--- src/rtl/cpu_host_loader.sv ---
// Host-side loader for the A-RISC cpu: parses a byte frame into IRAM/DRAM writes,
// starts the CPU, waits for idle (optional watchdog) and streams a DRAM window back out.
module cpu_host_loader #(
  parameter int unsigned TIMEOUT = 0
) (
  input  logic        clk,
  input  logic        rstn,
  input  logic [7:0]  s_data,
  input  logic        s_valid,
  output logic        s_ready,
  output logic [7:0]  m_data,
  output logic        m_valid,
  input  logic        m_ready,
  output logic        iram_we,
  output logic [7:0]  iram_waddr,
  output logic [15:0] iram_wdata,
  output logic        hd_we,
  output logic [7:0]  hd_addr,
  output logic [7:0]  hd_din,
  input  logic [7:0]  hd_dout,
  output logic        cpu_start,
  input  logic        cpu_idle,
  output logic        err
);

  typedef enum logic [3:0] {
    S_NI, S_ILO, S_IHI, S_ND, S_DDAT, S_NR, S_RB,
    S_START, S_RUN, S_RD, S_WAIT, S_SEND, S_HALT
  } state_t;

  localparam logic [31:0] WD_LAST = TIMEOUT - 1;

  state_t      state_q, state_d;
  logic [7:0]  ni_q, ni_d, nd_q, nd_d, nr_q, nr_d, rb_q, rb_d;
  logic [7:0]  cnt_q, cnt_d, lo_q, lo_d;
  logic [31:0] wd_q, wd_d;
  logic        s_ready_q, s_ready_d, m_valid_q, m_valid_d;
  logic [7:0]  m_data_q, m_data_d;
  logic        iram_we_q, iram_we_d;
  logic [7:0]  iram_waddr_q, iram_waddr_d;
  logic [15:0] iram_wdata_q, iram_wdata_d;
  logic        hd_we_q, hd_we_d;
  logic [7:0]  hd_addr_q, hd_addr_d, hd_din_q, hd_din_d;
  logic        cpu_start_q, cpu_start_d, err_q, err_d;
  logic        hs;

  assign hs = s_valid && s_ready_q;

  always_comb begin
    // NOTE: every variable gets a default before the case so no path can infer a latch.
    state_d      = state_q;
    ni_d         = ni_q;
    nd_d         = nd_q;
    nr_d         = nr_q;
    rb_d         = rb_q;
    cnt_d        = cnt_q;
    lo_d         = lo_q;
    wd_d         = wd_q;
    m_valid_d    = m_valid_q;
    m_data_d     = m_data_q;
    iram_we_d    = 1'b0;
    iram_waddr_d = iram_waddr_q;
    iram_wdata_d = iram_wdata_q;
    hd_we_d      = 1'b0;
    hd_addr_d    = hd_addr_q;
    hd_din_d     = hd_din_q;
    cpu_start_d  = 1'b0;
    err_d        = err_q;

    unique case (state_q)
      S_NI: if (hs) begin
        ni_d    = s_data;
        cnt_d   = 8'd0;
        state_d = (s_data == 8'd0) ? S_ND : S_ILO;
      end
      S_ILO: if (hs) begin
        lo_d    = s_data;
        state_d = S_IHI;
      end
      S_IHI: if (hs) begin
        iram_we_d    = 1'b1;
        iram_waddr_d = cnt_q;
        iram_wdata_d = {s_data, lo_q};
        cnt_d        = cnt_q + 8'd1;
        state_d      = (cnt_q == ni_q - 8'd1) ? S_ND : S_ILO;
      end
      S_ND: if (hs) begin
        nd_d    = s_data;
        cnt_d   = 8'd0;
        state_d = (s_data == 8'd0) ? S_NR : S_DDAT;
      end
      S_DDAT: if (hs) begin
        hd_we_d   = 1'b1;
        hd_addr_d = cnt_q;
        hd_din_d  = s_data;
        cnt_d     = cnt_q + 8'd1;
        state_d   = (cnt_q == nd_q - 8'd1) ? S_NR : S_DDAT;
      end
      S_NR: if (hs) begin
        nr_d    = s_data;
        state_d = S_RB;
      end
      S_RB: if (hs) begin
        rb_d        = s_data;
        cpu_start_d = 1'b1;
        state_d     = S_START;
      end
      // The CPU still reports idle during the start cycle; only S_RUN looks at it.
      S_START: begin
        wd_d    = 32'd0;
        state_d = S_RUN;
      end
      S_RUN: begin
        if (cpu_idle) begin
          cnt_d = 8'd0;
          if (nr_q == 8'd0) begin
            state_d = S_NI;
          end else begin
            hd_addr_d = rb_q;
            state_d   = S_RD;
          end
        end else begin
          wd_d = wd_q + 32'd1;
          if ((TIMEOUT != 0) && (wd_q == WD_LAST)) begin
            err_d   = 1'b1;
            state_d = S_HALT;
          end
        end
      end
      // hd_addr is held through S_RD; the RAM returns the byte during S_WAIT.
      S_RD:   state_d = S_WAIT;
      S_WAIT: begin
        m_data_d  = hd_dout;
        m_valid_d = 1'b1;
        state_d   = S_SEND;
      end
      S_SEND: if (m_ready) begin
        m_valid_d = 1'b0;
        if (cnt_q == nr_q - 8'd1) begin
          state_d = S_NI;
        end else begin
          cnt_d     = cnt_q + 8'd1;
          hd_addr_d = rb_q + cnt_q + 8'd1;
          state_d   = S_RD;
        end
      end
      S_HALT:  state_d = S_HALT;
      default: state_d = S_NI;
    endcase

    s_ready_d = state_d inside {S_NI, S_ILO, S_IHI, S_ND, S_DDAT, S_NR, S_RB};
  end

  // NOTE: state uses non-blocking assignments so every register samples pre-edge values.
  always_ff @(posedge clk or negedge rstn) begin
    if (!rstn) begin
      state_q      <= S_NI;
      ni_q         <= '0;
      nd_q         <= '0;
      nr_q         <= '0;
      rb_q         <= '0;
      cnt_q        <= '0;
      lo_q         <= '0;
      wd_q         <= '0;
      s_ready_q    <= 1'b0;
      m_valid_q    <= 1'b0;
      m_data_q     <= '0;
      iram_we_q    <= 1'b0;
      iram_waddr_q <= '0;
      iram_wdata_q <= '0;
      hd_we_q      <= 1'b0;
      hd_addr_q    <= '0;
      hd_din_q     <= '0;
      cpu_start_q  <= 1'b0;
      err_q        <= 1'b0;
    end else begin
      state_q      <= state_d;
      ni_q         <= ni_d;
      nd_q         <= nd_d;
      nr_q         <= nr_d;
      rb_q         <= rb_d;
      cnt_q        <= cnt_d;
      lo_q         <= lo_d;
      wd_q         <= wd_d;
      s_ready_q    <= s_ready_d;
      m_valid_q    <= m_valid_d;
      m_data_q     <= m_data_d;
      iram_we_q    <= iram_we_d;
      iram_waddr_q <= iram_waddr_d;
      iram_wdata_q <= iram_wdata_d;
      hd_we_q      <= hd_we_d;
      hd_addr_q    <= hd_addr_d;
      hd_din_q     <= hd_din_d;
      cpu_start_q  <= cpu_start_d;
      err_q        <= err_d;
    end
  end

  assign s_ready    = s_ready_q;
  assign m_valid    = m_valid_q;
  assign m_data     = m_data_q;
  assign iram_we    = iram_we_q;
  assign iram_waddr = iram_waddr_q;
  assign iram_wdata = iram_wdata_q;
  assign hd_we      = hd_we_q;
  assign hd_addr    = hd_addr_q;
  assign hd_din     = hd_din_q;
  assign cpu_start  = cpu_start_q;
  assign err        = err_q;

endmodule

--- config.mk ---
export PLATFORM = sky130hd
export DESIGN_NAME = cpu_host_loader
export DESIGN_NICKNAME = d
export VERILOG_FILES = /design/src/rtl/cpu_host_loader.sv
export SDC_FILE = /design/constraint.sdc
export NUM_CORES = 1
export LEC_CHECK = 0
export BUFFER_PORTS_ARGS = -buffer_cell sky130_fd_sc_hd__buf_2
export CORE_MARGIN = 4
export CORE_UTILIZATION = 54
export CTS_BUF_LIST = sky130_fd_sc_hd__clkbuf_2 sky130_fd_sc_hd__clkbuf_4 sky130_fd_sc_hd__clkbuf_8
export DETAILED_ROUTE_END_ITERATION = 16
export GPL_TIMING_DRIVEN = 0
export PLACE_DENSITY = 0.75
export SKIP_CTS_REPAIR_TIMING = 1
export SLEW_MARGIN = 20
export SYNTH_ARGS = -nofsm -noshare
export SYNTH_HDL_FRONTEND = slang
export SYNTH_SLANG_ARGS = --single-unit
--- constraint.sdc ---
create_clock -name clk -period 2.85 [get_ports clk]
set_input_delay 0.855 -clock clk [delete_from_list [all_inputs] [get_ports clk]]
set_output_delay 0.855 -clock clk [all_outputs]
set_load 0.03 [all_outputs]
==> results of run 1 <==
## metrics by stage
stage | setup TNS [ns] | std cells | instance area, um2
2_1_floorplan | 0 | 579 | 5720
3_3_place_gp | -13.89 | 788 | 6256
3_5_place_dp | -0.1844 | 789 | 6290
4_1_cts | -0.06661 | 805 | 6486
5_1_grt | 0 | 805 | 6499
6_report | 0 | 805 | 6499
## cells in the mapped netlist (8+ instances only)
library cell | number | area share
dfrtp_1 | 105 | 0.46
nand2_1 | 92 | 0.060
mux2_2 | 51 | 0.10
o21ai_0 | 40 | 0.035
inv_1 | 31 | 0.020
nor2_1 | 25 | 0.016
a21oi_1 | 22 | 0.019
xnor2_1 | 21 | 0.032
clkbuf_1 | 19 | 0.012
xor2_1 | 14 | 0.021
ha_1 | 12 | 0.026
nand2b_1 | 11 | 0.012
nand3_1 | 10 | 0.0087
nor3_1 | 9 | 0.0079
buf_2 | 8 | 0.0070
## layer usage
metal,vias to the layer above,part of all wire
met3,35,0.066
met1,2231,0.43
met4,0,0.034
met2,162,0.47
li1,2200,-
met5,-,0
## cell families after synthesis
group,after synthesis,share of synthesized area
DFF,105,0.4593
muxes,61,0.1240
other,1,0.0006555
and+or+nand+nor,193,0.1649
AOI/OAI and AO/OA,107,0.1186
buffers and inverters,63,0.04637
adders and majority gates,13,0.02975
xor gates and xnor gates,36,0.05643
## placed cells by master, fill, tap and decap left out, types with 6 or more instances in the layout
master    synthesis  layout
inv_1            31      31
nor3_1            9       9
o21ai_0          40      40
dfrtp_1         105     105
a31o_2            6       6
clkbuf_8          0       9
buf_2             8      80
xnor2_1          21      21
xor2_1           14      14
mux2_4            7       7
nand3_1          10      10
nor2b_1           7       7
ha_1             12      12
clkbuf_1         19      19
nand2b_1         11      11
a21oi_1          22      22
nor2_1           25      25
mux2_2           51      51
nand2_1          92      92
a31oi_1           6       6
## critical path: stages, from the launching register on
cell and delay (ns):
dfrtp_1 0.37, clkbuf_1 0.50, inv_1 0.32, nor3_1 0.29, nand3_1 0.20, or4_2 0.66, o21ai_0 0.20
## state kept, by name (all words and copies together), names as in the netlist, 4 cells and up
name	count
iram_wdata	16
cnt_q	8
hd_addr	8
hd_din	8
iram_waddr	8
lo_q	8
m_data	8
nd_q	8
ni_q	8
nr_q	8
rb_q	8
state_q	4
## power by group through the flow
stage	Clock, W	Combinational (W)	Sequential, W
after floorplan	0	0.00221	0.00320
after global placement	0	0.00366	0.00261
after detailed placement	0	0.00377	0.00265
after CTS	0.000965	0.00378	0.00263
after global routing	0.00103	0.00414	0.00273
final	0.000945	0.00380	0.00263
## area by class of cell
type	count	area, um2	share of cell area
plain buffers	30	141.4	0.02176
clock buffers	10	131.4	0.02022
clock inverters	6	65.06	0.01001
inverters	33	123.9	0.01906
multi-input cells	411	2840	0.4370
flip-flops and latches	105	2628	0.4043
well taps	136	170.2	0.02618
repair buffers	74	399.1	0.06142
## worst paths after layout
kind                       startpoint        endpoint  slack, ns  depth (start not counted)
max reg2reg                  cnt_q[2]        cnt_q[7]       0.22                          6
min in group clk              lo_q[3]   iram_wdata[3]       0.48                          2
max                          cnt_q[2]        cnt_q[7]       0.22                          6
min reg2reg                   lo_q[3]   iram_wdata[3]       0.48                          2
min                              rstn      hd_addr[3]       0.36                          1
max in group asynchronous        rstn  iram_wdata[11]       1.85                          2
==> run metrics, run 1 <==
status=completed; antenna violations before repair=0; first-pass GRT wire length=~24 mm; pin count of the biggest net entering global routing=71; Synth cell types=63; core area=around 10000 um2; Rel. slew slack=0.4027; Main synth FF type=dfrtp_1; DR pass1 iterations=5; crit path DAT=~2.9 ns; max-slew violations=0; Synth Cell Area=~5700 um2; Net Switching=around 0.0033 W; Final Hold Viols=0; standard-cell rows=37; via/cell ratio=around 5.7; YS warnings=0; CTS Buf Count=9; fin crit share=0.9226; Async S/R FF share, synth=1.000; met1 Use GR=0.3177; Final Skew=approximately 0.01 ns; CP Launch Type=flop; routed len/inst=~18 um; Pint=approximately 0.0041 W; Synth Net Count=~610; CTS tree=yes; diode count=0; CP Class=reg2reg; highest clock rate=0.3803 GHz; Hold WS=0.3563 ns; Sw Share=0.4495; Worst-Margin Slew=roughly 0.89 ns; GRT Max-Usage Layer=met2; clock network power share=0.128; final setup fails=0; routability cong.=between 0.8 and 0.9; Final min period=~2.6 ns; First DRT Iteration DRCs=265; peak supply drop=approximately 0.70 mV; Hold/Removal Path Class=in2async; dpl hpwl=10.59 mm; CP Max Fanout=8; post-synthesis sequential area ratio=0.4593; number of synthesized flops with an enable pin=0; portion of total power attributed to sequential cells=0.357; Starting Density=0.5541; RSZ-0062 raised after global routing=no; worst endpoint required time=3.13 ns; post-route antenna net violation count=0; grt met3 use=0.04476; Total Wirelength=14.59 mm; CTS root buf=clkbuf_8; Reg clk slew, reported paths=0.10 ns; layout cells sized above 1=0.2676; H-tree depth=3; Port Buffers=73; # nets final=between 600 and 700; Die W=roughly 110 um; syn avg cell area=roughly 9.9 um2; Worst setup EP type=flop; Skew-Pair Late Insertion Delay=0.38 ns; # IOs=75; fin util=0.6295; Area Overhead vs Synth=13.60%; Congestion Overflow GR=0; GR Layer Usage met2=0.3948; Die ar.=roughly 12000 um2; # fillers=a little under 900; power density over the cells=between 1000 and 1500 nW/um2; drc violations=0; Placement Setup Slack=-0.03115 ns; P_leak=about 3.0 nW; Bufs on Longest Clock Path=2; Total Routing Usage GR=0.2425; vias in the first global route=4615; Gate power share=0.515; Via Count=4628; synthesized flop and latch total=105; max cap viols=0; Sink Count=~110; Pwr Total=roughly 0.0074 W; setup ws final=roughly 0.22 ns; Mapped Cells=approximately 580; Die H=around 110 um
No activity file was read; power rests on OpenSTA's default activity.
==> inputs of run 2 (changes only) <==
ABC_AREA = 1   (was not set)
==> run 2 against run 1 <==
Net effect: power is 11% lower; worst setup slack better by 0.46 ns; combinational power down 16%; final area shrank 0.56%; synthesized cell count up 25%; sequential power decreased by 6%; clock power decreased by 4.4%; critical endpoint is now hd_addr[6].
==> run metrics, run 2 <==
Die H=110.8 um (-0.13%); CTS tree=yes; CP Max Fanout=7 (-1); synthesized flop and latch total=105 (unchanged); worst endpoint required time=3.13 ns (about the same); Synth area leaders=dfrtp_1 (46%), nand2_1 (17%), o21ai_0 (6.0%), inv_1 (4.7%), nand4_1 (3.2%); YS warnings=0 (unchanged); Worst setup EP type=flop; CP Launch Type=flop; number of synthesized flops with an enable pin=0 (unchanged); Reg area=2628 um2 (unchanged); Final min period=2.168 ns (-0.4616 ns); Starting Density=0.5525 (-0.001576); fin crit share=0.7607 (-0.1620); First DRT Iteration DRCs=403 (+52%); R2R Path Start=cnt_q[0]; worst reg-to-reg setup slack=0.68 ns (+0.46 ns); Gate power share=0.486 (-0.029); fin util=0.6260 (-0.003514); H-tree depth=3 (unchanged); # fillers=919 (+4.8%); Synth Net Count=759 (+24%); Multi-input gate area=2635 um2 (-7.2%); Yosys top cell area share=0.4606 (+0.001310); crit path DAT=2.45 ns (-0.46 ns); standard-cell rows=37 (unchanged); Final Skew=0.008565 ns (-0.001740 ns); synth cell count leaders=nand2_1 (252), dfrtp_1 (105), inv_1 (72), o21ai_0 (68), nor2_1 (33); layout cells sized above 1=0.1742 (-0.09333); via/cell ratio=5.409 (-5.9%); power density over the cells=1012 nW/um2 (-11%); commonest non-fill, non-tap cell in the layout=nand2_1; Port Buffers=73 (unchanged); RSZ-0062 raised after global routing=no; drc violations=0 (unchanged); setup TNS=0 ns (unchanged); portion of total power attributed to sequential cells=0.376 (+0.019); Bufs on Longest Clock Path=2 (unchanged); Pint=0.003461 W (-15%); Main synth FF type=dfrtp_1; CP Class=reg2reg; diode count=0 (unchanged); max-slew violations=0 (unchanged); Hold/Removal Path Class=in2async; Mapped Cells=725 (+25%); post-synthesis sequential area ratio=0.4606 (+0.001310); CTS root buf=clkbuf_8; Sw Share=0.4707 (+0.02119); clock network power share=0.138 (+0.010); Total Routing Usage GR=0.2495 (+0.006996); most frequent cells in the layout=nand2_1 (252), dfrtp_1 (105), buf_2 (79), inv_1 (72), o21ai_0 (68); placed cells=935 (+19%); antenna violations before repair=0 (unchanged); highest clock rate=0.4613 GHz (+21%); final setup fails=0 (unchanged); core area=10320 um2 (unchanged); Skew-Pair Late Insertion Delay=0.38 ns (about the same); peak supply drop=0.5178 mV (-26%); Via Count=5144 (+11%); vias in the first global route=5064 (+9.7%); status=completed; Die ar.=12270 um2 (-0.26%); routability cong.=0.8888 (-0.18%); Synth cell types=36 (-43%); Area Overhead vs Synth=13.29%; Final Hold Viols=0 (unchanged); routed len/inst=15.54 um (-14%); # IOs=75 (unchanged); Sink Count=105 (unchanged); DR pass1 iterations=6 (+1); first-pass GRT wire length=24.76 mm (+3.1%); Reg clk slew, reported paths=0.10 ns (about the same); Final Non-Filler Cells=951 (+18%); Hold WS=0.3757 ns (+0.01933 ns); P_leak=3.573 nW (+19%); syn avg cell area=7.868 um2 (-20%); pin count of the biggest net entering global routing=63 (-11%); # nets final=844 (+21%); Async S/R FF share, synth=1.000 (unchanged); max cap viols=0 (unchanged); Net Switching=0.003077 W (-7.2%); CTS Buf Count=9 (unchanged); largest area contributor in the netlist=dfrtp_1; max reg flops=16 (unchanged); Die W=110.8 um (-0.13%); Congestion Overflow GR=0 (unchanged); Total Wirelength=14.78 mm (+1.4%); Synth Cell Area=5704 um2 (-0.28%); dpl hpwl=10.84 mm (+2.4%); Critical path origin=cnt_q[0]; most common cell in the netlist=nand2_1; post-route antenna net violation count=0 (unchanged)
run 2: cell types whose count changed after synthesis, moves of 8 or more:
cell | before | now
nand2_1 | 92 | 252
mux2_2 | 51 | 0
inv_1 | 31 | 72
o21ai_0 | 40 | 68
nand4_1 | 3 | 29
nand3_1 | 10 | 32
a21oi_1 | 22 | 7
xnor2_1 | 21 | 7
clkbuf_1 | 19 | 7
nand2b_1 | 11 | 0
inv_2 | 0 | 9
o21ai_1 | 0 | 9
nor2_1 | 25 | 33
run 2: metal layers:
metal | vias up | share of wire | GRT usage
met5 | - | 0 | 0
met4 | 0 | 0.020 | 0.1051
met3 | 27 | 0.054 | 0.03221
met2 | 149 | 0.50 | 0.4086
met1 | 2474 | 0.43 | 0.3352
li1 | 2494 | - | -
run 2: cell type report:
| cell class | instances | share of cell area |
|---|---|---|
| Buffer | 21 | 0.01994 |
| Clock buffer | 11 | 0.02246 |
| Clock inverter | 5 | 0.006776 |
| Inverter | 83 | 0.04840 |
| Multi-Input combinational cell | 516 | 0.4077 |
| Sequential cell | 105 | 0.4066 |
| Tap cell | 136 | 0.02633 |
| Timing Repair Buffer | 74 | 0.06176 |
run 2: power groups by stage:
stage               logic, W  clock network, W  registers (W)
floorplan            0.00187                 0        0.00293
global placement     0.00307                 0        0.00246
detailed placement   0.00317                 0        0.00248
CTS                  0.00319          0.000925        0.00246
global route         0.00358          0.000978        0.00253
finish               0.00318          0.000903        0.00246
run 2: cells by family after synthesis:
logic type / Yosys count / share of synthesized area
DFF: 105 / 0.4606
other: 1 / 0.0006574
xor gates and xnor gates: 27 / 0.04387
AOI/OAI and AO/OA: 93 / 0.08884
and+or+nand+nor: 382 / 0.2987
adders and majority gates: 13 / 0.02983
buffers and inverters: 104 / 0.07743
run 2: final timing paths:
kind / cells past startpoint / to
hold / removal: 1 / iram_wdata[11]
setup / recovery: 12 / hd_addr[6]
min in group clk: 2 / m_data[6]
hold reg to reg: 2 / m_data[6]
setup reg to reg: 12 / hd_addr[6]
max in group asynchronous: 2 / ni_q[0]
run 2: stage by stage:
step / setup slack, ns / cell area (um2) / total power, W
4_1_cts: 0.6782 / 6462 / 0.006567
2_1_floorplan: 0.9333 / 5704 / 0.004805
5_1_grt: 0.5271 / 6462 / 0.007091
3_3_place_gp: -0.1391 / 6240 / 0.005528
3_5_place_dp: 0.4254 / 6274 / 0.005657
6_report: 0.6821 / 6462 / 0.006538
run 2: critical path, stage by stage (launching register included):
cell     delay [ns]
dfrtp_1        0.37
buf_2          0.23
inv_1          0.19
ha_1           0.26
fa_1           0.43
inv_1          0.08
nand4_1        0.12
nand3_1        0.09
nand2_1        0.05
nand3_1        0.06
nand2_1        0.06
nand4_1        0.08
nand2_1        0.06
